`src/rtl/pwm_multi.sv`:
```
// Multi-channel PWM with a shared period counter and double-buffered period/duty registers.
// Optional up/down counting is enabled with the PWM_CENTER_ALIGN_EN macro, which adds a center_mode input.
module pwm_multi #(
  parameter int NUM_CH = 4,
  parameter int WIDTH  = 16
) (
  input  logic                     clk,
  input  logic                     rst,
  input  logic                     en,
  input  logic                     cfg_we,
  input  logic [WIDTH-1:0]         period_in,
  input  logic [NUM_CH*WIDTH-1:0]  duty_in,
`ifdef PWM_CENTER_ALIGN_EN
  input  logic                     center_mode,
`endif
  output logic [NUM_CH-1:0]        pwm_out,
  output logic                     cycle_tick,
  output logic                     upd_pending
);

  logic [WIDTH-1:0]        counter_r;
  logic [WIDTH-1:0]        counter_nxt_s;
  logic [WIDTH-1:0]        act_period_r;
  logic [WIDTH-1:0]        shd_period_r;
  logic [WIDTH-1:0]        period_m1_s;
  logic [NUM_CH*WIDTH-1:0] act_duty_r;
  logic [NUM_CH*WIDTH-1:0] shd_duty_r;
  logic [NUM_CH-1:0]       cmp_s;
  logic [NUM_CH-1:0]       pwm_out_r;
  logic                    cycle_tick_r;
  logic                    upd_pending_r;
  logic                    wrap_s;
  logic                    boundary_s;
  logic                    xfer_s;

  // Modulo subtraction makes period 0 wrap at all-ones, i.e. a full 2^WIDTH cycle.
  assign period_m1_s = act_period_r - WIDTH'(1'b1);
  assign wrap_s      = (counter_r == period_m1_s);
  assign xfer_s      = (!en) || boundary_s;

  // Per-channel duty compare against the current counter value.
  always_comb begin
    cmp_s = '0;
    for (int i = 0; i < NUM_CH; i++) begin
      cmp_s[i] = (counter_r < act_duty_r[i*WIDTH +: WIDTH]);
    end
  end

`ifdef PWM_CENTER_ALIGN_EN
  logic dir_r;
  logic dir_nxt_s;
  logic act_center_r;
  logic shd_center_r;
  logic p_is_one_s;

  assign p_is_one_s = (act_period_r == WIDTH'(1'b1));

  // Counter sequencing: dir_r=1 means counting down; the period boundary is the down-count reaching 0.
  always_comb begin
    counter_nxt_s = '0;
    dir_nxt_s     = 1'b0;
    boundary_s    = 1'b0;
    if (!en) begin
      counter_nxt_s = '0;
      dir_nxt_s     = 1'b0;
      boundary_s    = 1'b0;
    end else if (act_center_r) begin
      if (p_is_one_s) begin
        counter_nxt_s = '0;
        dir_nxt_s     = 1'b0;
        boundary_s    = 1'b1;
      end else if (dir_r) begin
        if (counter_r == '0) begin
          counter_nxt_s = counter_r + WIDTH'(1'b1);
          dir_nxt_s     = 1'b0;
          boundary_s    = 1'b1;
        end else begin
          counter_nxt_s = counter_r - WIDTH'(1'b1);
          dir_nxt_s     = 1'b1;
        end
      end else if (wrap_s) begin
        counter_nxt_s = counter_r - WIDTH'(1'b1);
        dir_nxt_s     = 1'b1;
      end else begin
        counter_nxt_s = counter_r + WIDTH'(1'b1);
        dir_nxt_s     = 1'b0;
      end
    end else if (wrap_s) begin
      counter_nxt_s = '0;
      boundary_s    = 1'b1;
    end else begin
      counter_nxt_s = counter_r + WIDTH'(1'b1);
    end
  end

  // Direction bit and shadowed mode select; mode applies together with period/duty.
  always_ff @(posedge clk) begin
    if (rst) begin
      dir_r        <= 1'b0;
      act_center_r <= 1'b0;
      shd_center_r <= 1'b0;
    end else begin
      dir_r <= dir_nxt_s;
      if (xfer_s && upd_pending_r) begin
        act_center_r <= shd_center_r;
      end
      if (cfg_we) begin
        shd_center_r <= center_mode;
      end
    end
  end
`else
  // Edge-aligned counter sequencing.
  always_comb begin
    counter_nxt_s = '0;
    boundary_s    = 1'b0;
    if (!en) begin
      counter_nxt_s = '0;
      boundary_s    = 1'b0;
    end else if (wrap_s) begin
      counter_nxt_s = '0;
      boundary_s    = 1'b1;
    end else begin
      counter_nxt_s = counter_r + WIDTH'(1'b1);
      boundary_s    = 1'b0;
    end
  end
`endif

  // Counter and registered outputs.
  always_ff @(posedge clk) begin
    if (rst) begin
      counter_r    <= '0;
      pwm_out_r    <= '0;
      cycle_tick_r <= 1'b0;
    end else begin
      counter_r    <= counter_nxt_s;
      pwm_out_r    <= {NUM_CH{en}} & cmp_s;
      cycle_tick_r <= boundary_s;
    end
  end

  // Shadow capture and shadow-to-active transfer; a write coincident with a transfer stays pending.
  always_ff @(posedge clk) begin
    if (rst) begin
      act_period_r  <= '0;
      shd_period_r  <= '0;
      act_duty_r    <= '0;
      shd_duty_r    <= '0;
      upd_pending_r <= 1'b0;
    end else begin
      if (xfer_s && upd_pending_r) begin
        act_period_r <= shd_period_r;
        act_duty_r   <= shd_duty_r;
      end
      if (cfg_we) begin
        shd_period_r  <= period_in;
        shd_duty_r    <= duty_in;
        upd_pending_r <= 1'b1;
      end else if (xfer_s) begin
        upd_pending_r <= 1'b0;
      end else begin
        upd_pending_r <= upd_pending_r;
      end
    end
  end

  assign pwm_out     = pwm_out_r;
  assign cycle_tick  = cycle_tick_r;
  assign upd_pending = upd_pending_r;

endmodule

```
`config.mk`:
```
export PLATFORM = sky130hd
export DESIGN_NAME = pwm_multi
export DESIGN_NICKNAME = d
export VERILOG_FILES = /design/src/rtl/pwm_multi.sv
export SDC_FILE = /design/constraint.sdc
export NUM_CORES = 1
export LEC_CHECK = 0
export BUFFER_PORTS_ARGS = -buffer_cell sky130_fd_sc_hd__clkbuf_2
export CAP_MARGIN = 20
export CORE_AREA = 2 2 152 154
export CTS_CLUSTER_SIZE = 16
export DETAILED_ROUTE_END_ITERATION = 16
export DIE_AREA = 0 0 154 156
export SYNTH_ARGS = -nofsm -noshare
export SYNTH_HDL_FRONTEND = slang
export SYNTH_SLANG_ARGS = --single-unit
```
`constraint.sdc`:
```
create_clock -name clk -period 6.45 [get_ports clk]
set_input_delay 0 -clock clk [delete_from_list [all_inputs] [get_ports clk]]
set_output_delay 0 -clock clk [all_outputs]
set_load 0.1 [all_outputs]
```
**Yosys cells after proc, flatten, opt, wreduce, memory -nomap -nowiden**

Cells that the tools add are included.
Widths: inputs -> output; s select.

- Register bits: 182
- Word-level logic and storage cells: 26
- Input bits: 84
- Output and inout bits: 6

- Add/subtract/negate cells: 2
- Bitwise logic cells: 2
- Eq/ne operators: 1
- Order comparisons: 4
- Reductions and logical operators: 5
- Multiplexer cells: 4

Operators with widths:

| cell | count |
|---|---|
| $lt 16x16->1 | 4 |
| $add 16x1->16 const B | 1 |
| $eq 16x16->1 | 1 |
| $sub 16x1->16 const B | 1 |
| $and 4x4->4 | 1 |
| $mux 1 | 4 |
| $reduce_or 3->1 | 1 |
| $reduce_bool 2->1 | 1 |
| $logic_and 1x1->1 | 1 |
| $logic_not 1->1 | 1 |
| $logic_or 1x1->1 | 1 |
| $not 1->1 | 1 |

**Longest topological paths before layout**

Gate-level depths: netlist of the first run.

- Word-level depth: 7
- Mapped depth: 12
- Depth with buffers taken out: 9

**Worst setup path after synthesis of the first run**

No wires, ideal clock.

- Path type: register -> register
- From: register act_period_r[0]
- To: register act_duty_r[46]
- Period minus slack after synthesis: 2.514 ns
- Slack: 3.936 ns
- Stages on the path, launching flop included: 13
- Buffers on the path: 3
- Arrival: 2.386 ns
- Cells stage by stage: dfxtp_1 > buf_6 > inv_1 > ha_1 > nor3b_1 > and4b_1 > xnor2_1 > a221oi_1 > o2111ai_2 > buf_6 > buf_6 > nand3_1 > o211ai_2

- Word-level cells in the longest chain between the ends: 6

Ends and longest elaborated chain:

| item | line | RTL |
|---|---|---|
| from (decl) | 23 | `logic [WIDTH-1:0] act_period_r;` |
| from (signal assigned) | 153 | `act_period_r <= shd_period_r;` |
| $sub 16x1->16 | 37 | `assign period_m1_s = act_period_r - WIDTH'(1'b1);` |
| $eq 16x16->1 | 38 | `assign wrap_s = (counter_r == period_m1_s);` |
| $mux 1 | 120 | `end else if (wrap_s) begin` |
| $mux 1 | 117 | `if (!en) begin` |
| $logic_or 1x1->1 | 39 | `assign xfer_s = (!en) \|\| boundary_s;` |
| $logic_and 1x1->1 | 152 | `if (xfer_s && upd_pending_r) begin` |
| to (signal assigned) | 154 | `act_duty_r <= shd_duty_r;` |
| to (decl) | 26 | `logic [NUM_CH*WIDTH-1:0] act_duty_r;` |

Every way passes these cells.
A chain may end at the register's enable or synchronous reset.

**Worst setup path in the final report of the first run**

- From: register act_period_r[0]
- To: register counter_r[6]

- Word-level cells in the longest chain between the ends: 3

Ends and longest elaborated chain:

| item | line | RTL |
|---|---|---|
| $sub 16x1->16 | 37 |  |
| $eq 16x16->1 | 38 |  |
| $reduce_or 3->1 (no line) | n/a |  |
| to (signal assigned) | 137 | `counter_r <= counter_nxt_s;` |
| to (decl) | 21 | `logic [WIDTH-1:0] counter_r;` |

Every way passes these cells.

==> impl_metrics.tcl, run 1 <==
set metrics [dict create \
    hold_viol_final 0 \
    fp.dieArea_sq_um 24000 \
    synth_fa_ha_area_frac 0.0778 \
    numClockSinks 182 \
    critPathLaunchType "flip-flop" \
    route.detailed.drc 0 \
    clock.fmax_mhz 292 \
    p_sw_uw 680 \
    mappedNetlistArea_sq_um 9970 \
    grt_pass1_wl_um 39300 \
    ys_types 47 \
    pin_count 90 \
    combPwrFrac 0.117 \
    met2_wirelength_um 10900 \
    yosysSeqAreaShare 0.365 \
    internal_power_uw 2070 \
    nNetsFinal 1348 \
    fin_crit_sh 0.532 \
    slew_viol_final 0 \
    powerDensity_nw_per_um2 231 \
    max_stage_delay_ns 0.63 \
    wire_per_inst_um 15.8 \
    ys_async_sr_fraction 0 \
    hold_start "rst" \
    status "completed" \
    drive_above_1_share 0.189 \
    avgSynthCellArea_sq_um 9.16 \
    cp_slowest_cell "buf_12" \
    required_ns 6.81 \
    dp.final_hpwl_um 14400 \
    highest_layer "met4" \
    totalWireLength_um 23700 \
    clockPowerShare 0.439 \
    area_delta_synth_final_pct 19.6 \
    peakVddDrop_mv 0.130 \
    holdPathStages 3 \
    power.share.sequential 0.444 \
    cp_top_family "simple AND/OR/NAND/NOR gates" \
    initial_utilization 0.446 \
    grt_use_total 0.201 \
    power_leakage_uw 0.00500 \
    ys.flop_type "dfxtp_1" \
    antenna_found_initial 0 \
    via_per_inst 5.34 \
    yosys-top-cells-count "dfxtp_1 (182), nor2_1 (101), nand2_1 (88)" \
    die_y_um 156 \
    grt_pass1_vias 7613 \
    placed_area_sq_um 10400 \
    syn_inst 1088 \
    cp_cell_sequence "inv_1 -> ha_1 -> nor3b_1 -> and4b_1 -> xnor2_1 -> a221oi_1 -> o2111ai_4 -> buf_12 -> nand2_4 -> nor2_1" \
    wl_met1_um 11800 \
    gp_congestion 0.866 \
    drv_cap 0 \
    netSwitchingFraction 0.247 \
    utilization 0.533 \
    firstDrtPassIters 4 \
    fin_crit_ns 3.43 \
    core_sq_um 22400 \
    reg2reg_depth 10 \
    drt_iter0_drc 407 \
    yosysMostFrequentCell "dfxtp_1" \
    slew_headroom 0.292 \
    synthMuxAreaShare 0.0803 \
    rsz0062_at_grt "false" \
    crit_arrival_ns 3.79 \
    synth_top_family_by_area "compound AO/OA/AOI/OAI gates" \
    cts_tree "built" \
    design_area_sq_um 11900 \
    synth_edf_count 0 \
    r2r_end "counter_r[6]$_SDFF_PP0_" \
    insertion_delay_ns 0.44 \
    hold_slack_ns 0.101 \
    clockRootBuffer "clkbuf_16" \
    htreeDepth 4 \
    rr_startpoint "act_period_r[0]$_SDFFE_PP0P_" \
    critPathBufInv 2 \
    synth_area_leaders "dfxtp_1 (37%), o211ai_2 (10%), mux2i_1 (8.0%)" \
    post_cts_buffers 0 \
    clock_path_buffers 2 \
    die_w_um 154 \
    min_path_type "input pin to flip-flop" \
    synth_nets 1234 \
    synth_top_area_frac 0.365 \
    n_antenna_cell 0 \
    yosys.area_share.simple 0.163 \
    critPathMaxFanout 164 \
    num_rows 55 \
    dr_wl_met3_um 763 \
    cts_inserted_buffers 17 \
    overflow 0 \
    tns_ns 0 \
    tightest_slew_ns 1.06 \
    skew_ns 0.0112 \
    synth_top_area_cell "dfxtp_1" \
    hold_end "shd_duty_r[50]$_SDFFE_PP0P_" \
    clk_pin_slew_worst_paths_ns 0.07 \
    synth-compound-area-share 0.209 \
    rrSetupSlack_ns 3.02 \
    dr_total_vias 8004 \
    crit_type "flip-flop to flip-flop" \
    synth-xor-area-share 0.0325 \
    io_buffers 89 \
    grt_start_max_net_pins 165 \
    setup_viol 0 \
    worst_setup_path_end_kind "flip-flop" \
    ys_warn_count 0 \
    ys_seq_elements 182 \
    ant_nets 0 \
]
worst min-delay path: cells and delay by family:
kind | cells | cell delay (ns)
buffers and inverters | 2 | 0.36
and+or+nand+nor | 1 | 0.14
power groups by stage:
| stage | combinational (uW) | sequential [uW] | clock, uW |
|---|---|---|---|
| global placement | 282 | 1250 | 0 |
| floorplan | 198 | 1250 | 0 |
| detailed placement | 285 | 1250 | 0 |
| finish | 323 | 1220 | 1210 |
| global route | 358 | 1230 | 1280 |
| CTS | 324 | 1220 | 1230 |
cell type report:
type                            instances  area, sq um
Tap cell                              285          357
Sequential cell                       182         3640
Clock inverter                         12          221
Clock buffer                           19          453
Timing Repair Buffer                  178         1340
Fill cell                            2048        10400
Inverter                               69          259
Multi-Input combinational cell        754         5650
how the worst max path moves through the flow:
| stage | startpoint | to | slack (ns) | cells past startpoint |
|---|---|---|---|---|
| 2_1_floorplan | act_period_r[0]$_SDFFE_PP0P_ | act_duty_r[46]$_SDFFE_PP0P_ | 3.94 | 12 |
| 3_3_place_gp | act_period_r[0]$_SDFFE_PP0P_ | counter_r[11]$_SDFF_PP0_ | 3.15 | 10 |
| 3_5_place_dp | upd_pending$_SDFFE_PP0P_ | act_duty_r[20]$_SDFFE_PP0P_ | 3.10 | 6 |
| 4_1_cts | act_period_r[0]$_SDFFE_PP0P_ | counter_r[6]$_SDFF_PP0_ | 3.07 | 10 |
| 5_1_grt | act_period_r[0]$_SDFFE_PP0P_ | counter_r[11]$_SDFF_PP0_ | 2.71 | 10 |
| 6_report | act_period_r[0]$_SDFFE_PP0P_ | counter_r[6]$_SDFF_PP0_ | 3.02 | 10 |
per-stage QoR:
stage	worst slack (ns)	std cells	total power (uW)
global placement	3.15	1387	1530
global route	2.71	1499	2860
floorplan	3.94	1088	1450
CTS	3.07	1498	2780
detailed placement	3.10	1387	1530
finish	3.02	1499	2750
flip-flops by register name, summed over array words and instances, names as in the netlist:
| signal | count |
|---|---|
| act_duty_r | 64 |
| shd_duty_r | 64 |
| act_period_r | 16 |
| counter_r | 16 |
| shd_period_r | 16 |
| pwm_out | 4 |
| cycle_tick | 1 |
| upd_pending | 1 |
per-layer routing:
| layer | vias up | global-route usage |
|---|---|---|
| met4 | 0 | 0.0409 |
| met3 | 16 | 0.0367 |
| li1 | 4104 | - |
| met5 | - | 0 |
| met2 | 126 | 0.339 |
| met1 | 3758 | 0.271 |
cell usage in the layout (no fill, tap or decap), drive strengths merged, types with 3 or more instances in the layout:
master,Yosys,final
a21oi,23,23
nor2,101,101
nand3,93,93
dfxtp,182,182
nor4,5,5
nand2,89,89
inv,69,71
nand2b,8,8
clkinv,0,4
nor2b,3,3
clkbuf,52,106
buf,31,11
nand4,14,14
xor2,14,14
a22oi,81,81
dlygate4sd3,0,80
a21o,24,24
and3,7,7
o21a,5,5
bufinv,0,6
nor3,11,11
mux2i,80,80
ha,62,62
xnor2,23,23
nor3b,3,3
o211ai,80,80
o21ai,10,10
kinds of logic after synthesis:
logic type,count (synthesis)
and+or+nand+nor,343
AOI/OAI and AO/OA,232
DFF,182
buffers and inverters,152
muxes,80
adders and majority gates,62
xor gates and xnor gates,37
repair_timing:
action	CTS	global route
resized for setup	0	0
hold buffers	80	0
endpoints found under the hold margin	80	0
(Power assumes the default switching activity.)
==> run 2: changes to the inputs <==
PLACE_DENSITY = 0.65   (was not set)
clock period = 3 ns   (was 6.45 ns; I/O delays follow)
==> impl_metrics.tcl, run 2 (synthesized netlist as in run 1, its figures left out) <==
set metrics [dict create \
    status "completed" \
    critPathLaunchType "flip-flop" \
    wire_per_inst_um 15.8 \
    firstDrtPassIters 5 \
    min_path_type "input pin to flip-flop" \
    clock_path_buffers 2 \
    setup_viol 0 \
    grt_pass1_wl_um 40600 \
    fillers 2036 \
    grt_start_max_net_pins 83 \
    core_sq_um 22400 \
    layout_setup_ws_ns 0.207 \
    nNetsFinal 1383 \
    initial_utilization 0.446 \
    peakVddDrop_mv 0.365 \
    drt_iter0_drc 565 \
    holdPathStages 3 \
    critPathMaxFanout 67 \
    clk_pin_slew_worst_paths_ns 0.08 \
    reg.largest.list "act_duty_r: 64 flops, shd_duty_r: 64 flops" \
    cts_inserted_buffers 17 \
    gr-usage-met2 0.349 \
    area_delta_synth_final_pct 22.0 \
    top_usage_layer "met2" \
    gp_congestion 0.899 \
    grt_pass1_vias 8004 \
    n_antenna_cell 0 \
    cts_tree "built" \
    rrSetupSlack_ns 0.21 \
    rsz0062_at_grt "false" \
    worst_setup_path_end_kind "flip-flop" \
    met1_usage 0.273 \
    drive_above_1_share 0.207 \
    htreeDepth 4 \
    required_ns 3.33 \
    r2r_end "upd_pending$_SDFFE_PP0P_" \
    route.detailed.drc 0 \
    io_buffers 89 \
    max_stage_delay_ns 0.59 \
    hold_viol_final 0 \
    grt_use_total 0.209 \
    dp.cells 1414 \
    totalWireLength_um 24300 \
    mostFrequentLayoutCell "dfxtp_1" \
    slew_headroom 0.367 \
    num_rows 55 \
    die_y_um 156 \
    hold_start "cfg_we" \
    numClockSinks 182 \
    ff_latch_area_sq_um 3640 \
    pin_count 90 \
    hold_slack_ns 0.00923 \
    fin_crit_ns 2.79 \
    insertion_delay_ns 0.44 \
    hold_end "shd_period_r[9]$_SDFFE_PP0P_" \
    via_per_inst 5.44 \
    dp.final_hpwl_um 15500 \
    ant_nets 0 \
    crit_type "flip-flop to flip-flop" \
    cp_slowest_cell "or4_4" \
    grtUsageMet3 0.0394 \
    die_w_um 154 \
    final_cells 1535 \
    fin_crit_sh 0.931 \
    skew_ns 0.0129 \
    clock.fmax_mhz 358 \
    pre_cts_slack_ns 0.145 \
    tightest_slew_ns 0.948 \
    mostFrequentLayoutCells "dfxtp_1 (182), nor2_1 (100), dlygate4sd3_1 (89)" \
    cp_cell_sequence "or4_4 -> or4_1 -> a21oi_1 -> o2111a_1 -> o2111ai_4 -> buf_12 -> a32o_1" \
    clockRootBuffer "clkbuf_16" \
    fp.dieArea_sq_um 24000 \
    overflow 0 \
    crit_arrival_ns 3.12 \
    drv_cap 0 \
    reg2reg_depth 7 \
    tns_ns 0 \
    powerDensity_nw_per_um2 456 \
    power_leakage_uw 0.00513 \
    antenna_found_initial 0 \
    slew_viol_final 0 \
    rr_startpoint "act_period_r[0]$_SDFFE_PP0P_" \
    dr_total_vias 8351 \
    utilization 0.544 \
    multi_input_area_sq_um 5670 \
]
## run 2: cell count changes in the layout (fill, tap and decap cells not counted), sizes merged
cell | previous run | this run
clkbuf | 106 | 104
dlygate4sd3 | 80 | 89
bufinv | 6 | 0
inv | 71 | 78
clkinv | 4 | 3
buf | 11 | 37
clkinvlp | 0 | 3
## run 2: worst max-delay path by stage
| stage | from | end | slack (ns) | cells after the start |
|---|---|---|---|---|
| floorplan | act_period_r[0]$_SDFFE_PP0P_ | act_duty_r[46]$_SDFFE_PP0P_ | 0.49 | 12 |
| global placement | act_period_r[1]$_SDFFE_PP0P_ | upd_pending$_SDFFE_PP0P_ | 0.19 | 9 |
| detailed placement | act_period_r[1]$_SDFFE_PP0P_ | upd_pending$_SDFFE_PP0P_ | 0.15 | 9 |
| CTS | act_period_r[1]$_SDFFE_PP0P_ | upd_pending$_SDFFE_PP0P_ | 0.13 | 9 |
| global route | act_period_r[1]$_SDFFE_PP0P_ | upd_pending$_SDFFE_PP0P_ | 0.05 | 9 |
| finish | act_period_r[0]$_SDFFE_PP0P_ | upd_pending$_SDFFE_PP0P_ | 0.21 | 7 |
## run 2: per-stage QoR
step / power, uW / area, sq um
floorplan: 3110 / 9970
global placement: 3300 / 10700
detailed placement: 3320 / 10700
CTS: 5590 / 12100
global route: 5780 / 12200
finish: 5550 / 12200
## run 2: cell type report
cell class                      instances  share of cell area
Tap cell                              285              0.0293
Inverter                               69              0.0213
Clock inverter                         15              0.0113
Timing Repair Buffer                  213               0.137
Clock buffer                           17              0.0350
Sequential cell                       182               0.300
Multi-Input combinational cell        754               0.467
## run 2: per-layer routing
layer	part of all wire	vias to the layer above	wire length, um
li1	-	4179	-
met1	0.47	3941	11500
met2	0.46	198	11200
met3	0.048	33	1160
met4	0.019	0	473
met5	0	-	0
## run 2: worst max-delay path, delay by kind of cell (launching register included)
kind,cells,cell delay [ns]
AND/OR/NAND/NOR,2,1.11
AO/OA/AOI/OAI,4,0.90
buffers and inverters,1,0.28
flip-flops,1,0.35
## run 2: where the power goes
| group | total, uW | internal [uW] | switching (uW) | leakage (uW) |
|---|---|---|---|---|
| Sequential | 2620 | 2520 | 92.8 | 0.00149 |
| Clock | 2190 | 1100 | 1090 | 0.000269 |
| Combinational | 741 | 355 | 386 | 0.00337 |
## run 2: repair_timing
action	CTS	global route
hold buffers	89	0
endpoints found under the hold margin	80	0
gates resized for setup	0	3
setup endpoints to repair	0	49
setup buffers	0	0
==> run 3: changes to the inputs <==
CORE_AREA = 2 2 139 141   (was 2 2 152 154)
DIE_AREA = 0 0 141 143   (was 0 0 154 156)
PLACE_DENSITY = 0.76   (was 0.65)
==> impl_metrics.tcl, run 3 (synthesized netlist as in run 1, its figures left out) <==
set metrics [dict create \
    antenna_found_initial 0 \
    power_leakage_uw 0.00513 \
    grt_use_total 0.244 \
    rrSetupSlack_ns 0.19 \
    clock.fmax_mhz 356 \
    critPathMaxFanout 70 \
    status "completed" \
    gp_congestion 0.890 \
    peakVddDrop_mv 0.401 \
    hold_viol_final 0 \
    die_w_um 141 \
    htreeDepth 4 \
    crit_arrival_ns 3.12 \
    tns_ns 0 \
    required_ns 3.31 \
    core_sq_um 18600 \
    clk_pin_slew_worst_paths_ns 0.07 \
    dr_total_vias 8333 \
    ant_nets 0 \
    critPathLaunchType "flip-flop" \
    reg.largest.list "act_duty_r: 64 flops, shd_duty_r: 64 flops" \
    io_buffers 89 \
    via_per_inst 5.65 \
    skew_ns 0.0151 \
    crit_type "flip-flop to flip-flop" \
    n_antenna_cell 0 \
    slew_headroom 0.382 \
    area_delta_synth_final_pct 20.9 \
    route.detailed.drc 0 \
    grt_pass1_vias 8048 \
    fp.dieArea_sq_um 20200 \
    drive_above_1_share 0.205 \
    setup_viol 0 \
    grt_start_max_net_pins 81 \
    firstDrtPassIters 5 \
    worst_setup_path_end_kind "flip-flop" \
    nNetsFinal 1374 \
    die_y_um 143 \
    initial_utilization 0.537 \
    num_rows 50 \
    mostFrequentLayoutCell "dfxtp_1" \
    rsz0062_at_grt "false" \
    dp.cells 1360 \
    overflow 0 \
    pin_count 90 \
    powerDensity_nw_per_um2 479 \
    min_path_type "input pin to flip-flop" \
    wire_per_inst_um 16.3 \
    clockRootBuffer "clkbuf_16" \
    placed_area_sq_um 10600 \
    dp.final_hpwl_um 14900 \
    cts_tree "built" \
    insertion_delay_ns 0.44 \
    drt_iter0_drc 526 \
    fillers 1482 \
    design_area_sq_um 12100 \
    drv_cap 0 \
    final_cells 1475 \
    slew_viol_final 0 \
    fin_crit_sh 0.937 \
    fin_crit_ns 2.81 \
    clock_path_buffers 2 \
    tightest_slew_ns 0.928 \
    mostFrequentLayoutCells "dfxtp_1 (182), nor2_1 (100), nand2_1 (88), clkbuf_2 (88), nand3_1 (84)" \
    totalWireLength_um 24000 \
    grt_pass1_wl_um 39700 \
    post_cts_buffers 0 \
    cts_inserted_buffers 17 \
    numClockSinks 182 \
]
==> run 3: final cells by class <==
class	instances	area, sq um	area share
multi-input combinational	754	5650	0.469
sequential	182	3640	0.302
clock buffer	18	439	0.0364
tap	234	293	0.0243
clock inverter	14	198	0.0164
timing repair buffer	204	1570	0.130
inverter	69	259	0.0215
==> run 3: final timing paths <==
path,to,depth (start not counted),start
max reg2reg,act_duty_r[34]$_SDFFE_PP0P_,9,act_period_r[0]$_SDFFE_PP0P_
min,cycle_tick$_SDFF_PP0_,3,en
max,act_duty_r[34]$_SDFFE_PP0P_,9,act_period_r[0]$_SDFFE_PP0P_
min reg2reg,act_duty_r[48]$_SDFFE_PP0P_,2,act_duty_r[48]$_SDFFE_PP0P_
==> run 3: what timing repair did <==
| item | 4_1_cts | 5_1_grt |
|---|---|---|
| setup endpoints to repair | 0 | 54 |
| hold buffers | 83 | 0 |
| resized for setup | 0 | 1 |
| endpoints found under the hold margin | 81 | 0 |
==> run 3: worst max-delay path, cell delays in order (launching register included) <==
cell,delay [ns]
dfxtp_1,0.31
buf_4,0.16
or4_4,0.57
or4_1,0.51
a21oi_1,0.14
o2111a_1,0.23
o2111ai_4,0.16
buf_12,0.27
nand3_1,0.18
o211ai_2,0.10
==> run 3: metal layers <==
| metal | vias up | global-route usage | part of all wire |
|---|---|---|---|
| met5 | - | 0 | 0 |
| met4 | 0 | 0.0921 | 0.022 |
| met3 | 33 | 0.0359 | 0.041 |
| met2 | 220 | 0.412 | 0.47 |
| met1 | 3931 | 0.319 | 0.46 |
| li1 | 4149 | - | - |
==> run 3: metrics by stage <==
stage / total power (uW) / hold WS, ns / util / setup WS [ns]
floorplan: 3110 / 0.147 / - / 0.486
global placement: 3290 / 0.234 / 0.570 / 0.237
detailed placement: 3310 / 0.243 / 0.570 / 0.206
CTS: 5800 / 0.144 / 0.649 / 0.199
global route: 5970 / 0.159 / 0.649 / 0.0264
finish: 5770 / 0.152 / 0.649 / 0.188
==> run 3: power breakdown <==
part	internal, uW	total, uW	leakage, uW	switching (uW)
clock	1430	2430	0.000307	1010
combinational	343	724	0.00334	381
sequential	2520	2620	0.00149	95.6
total	4290	5770	0.00513	1480
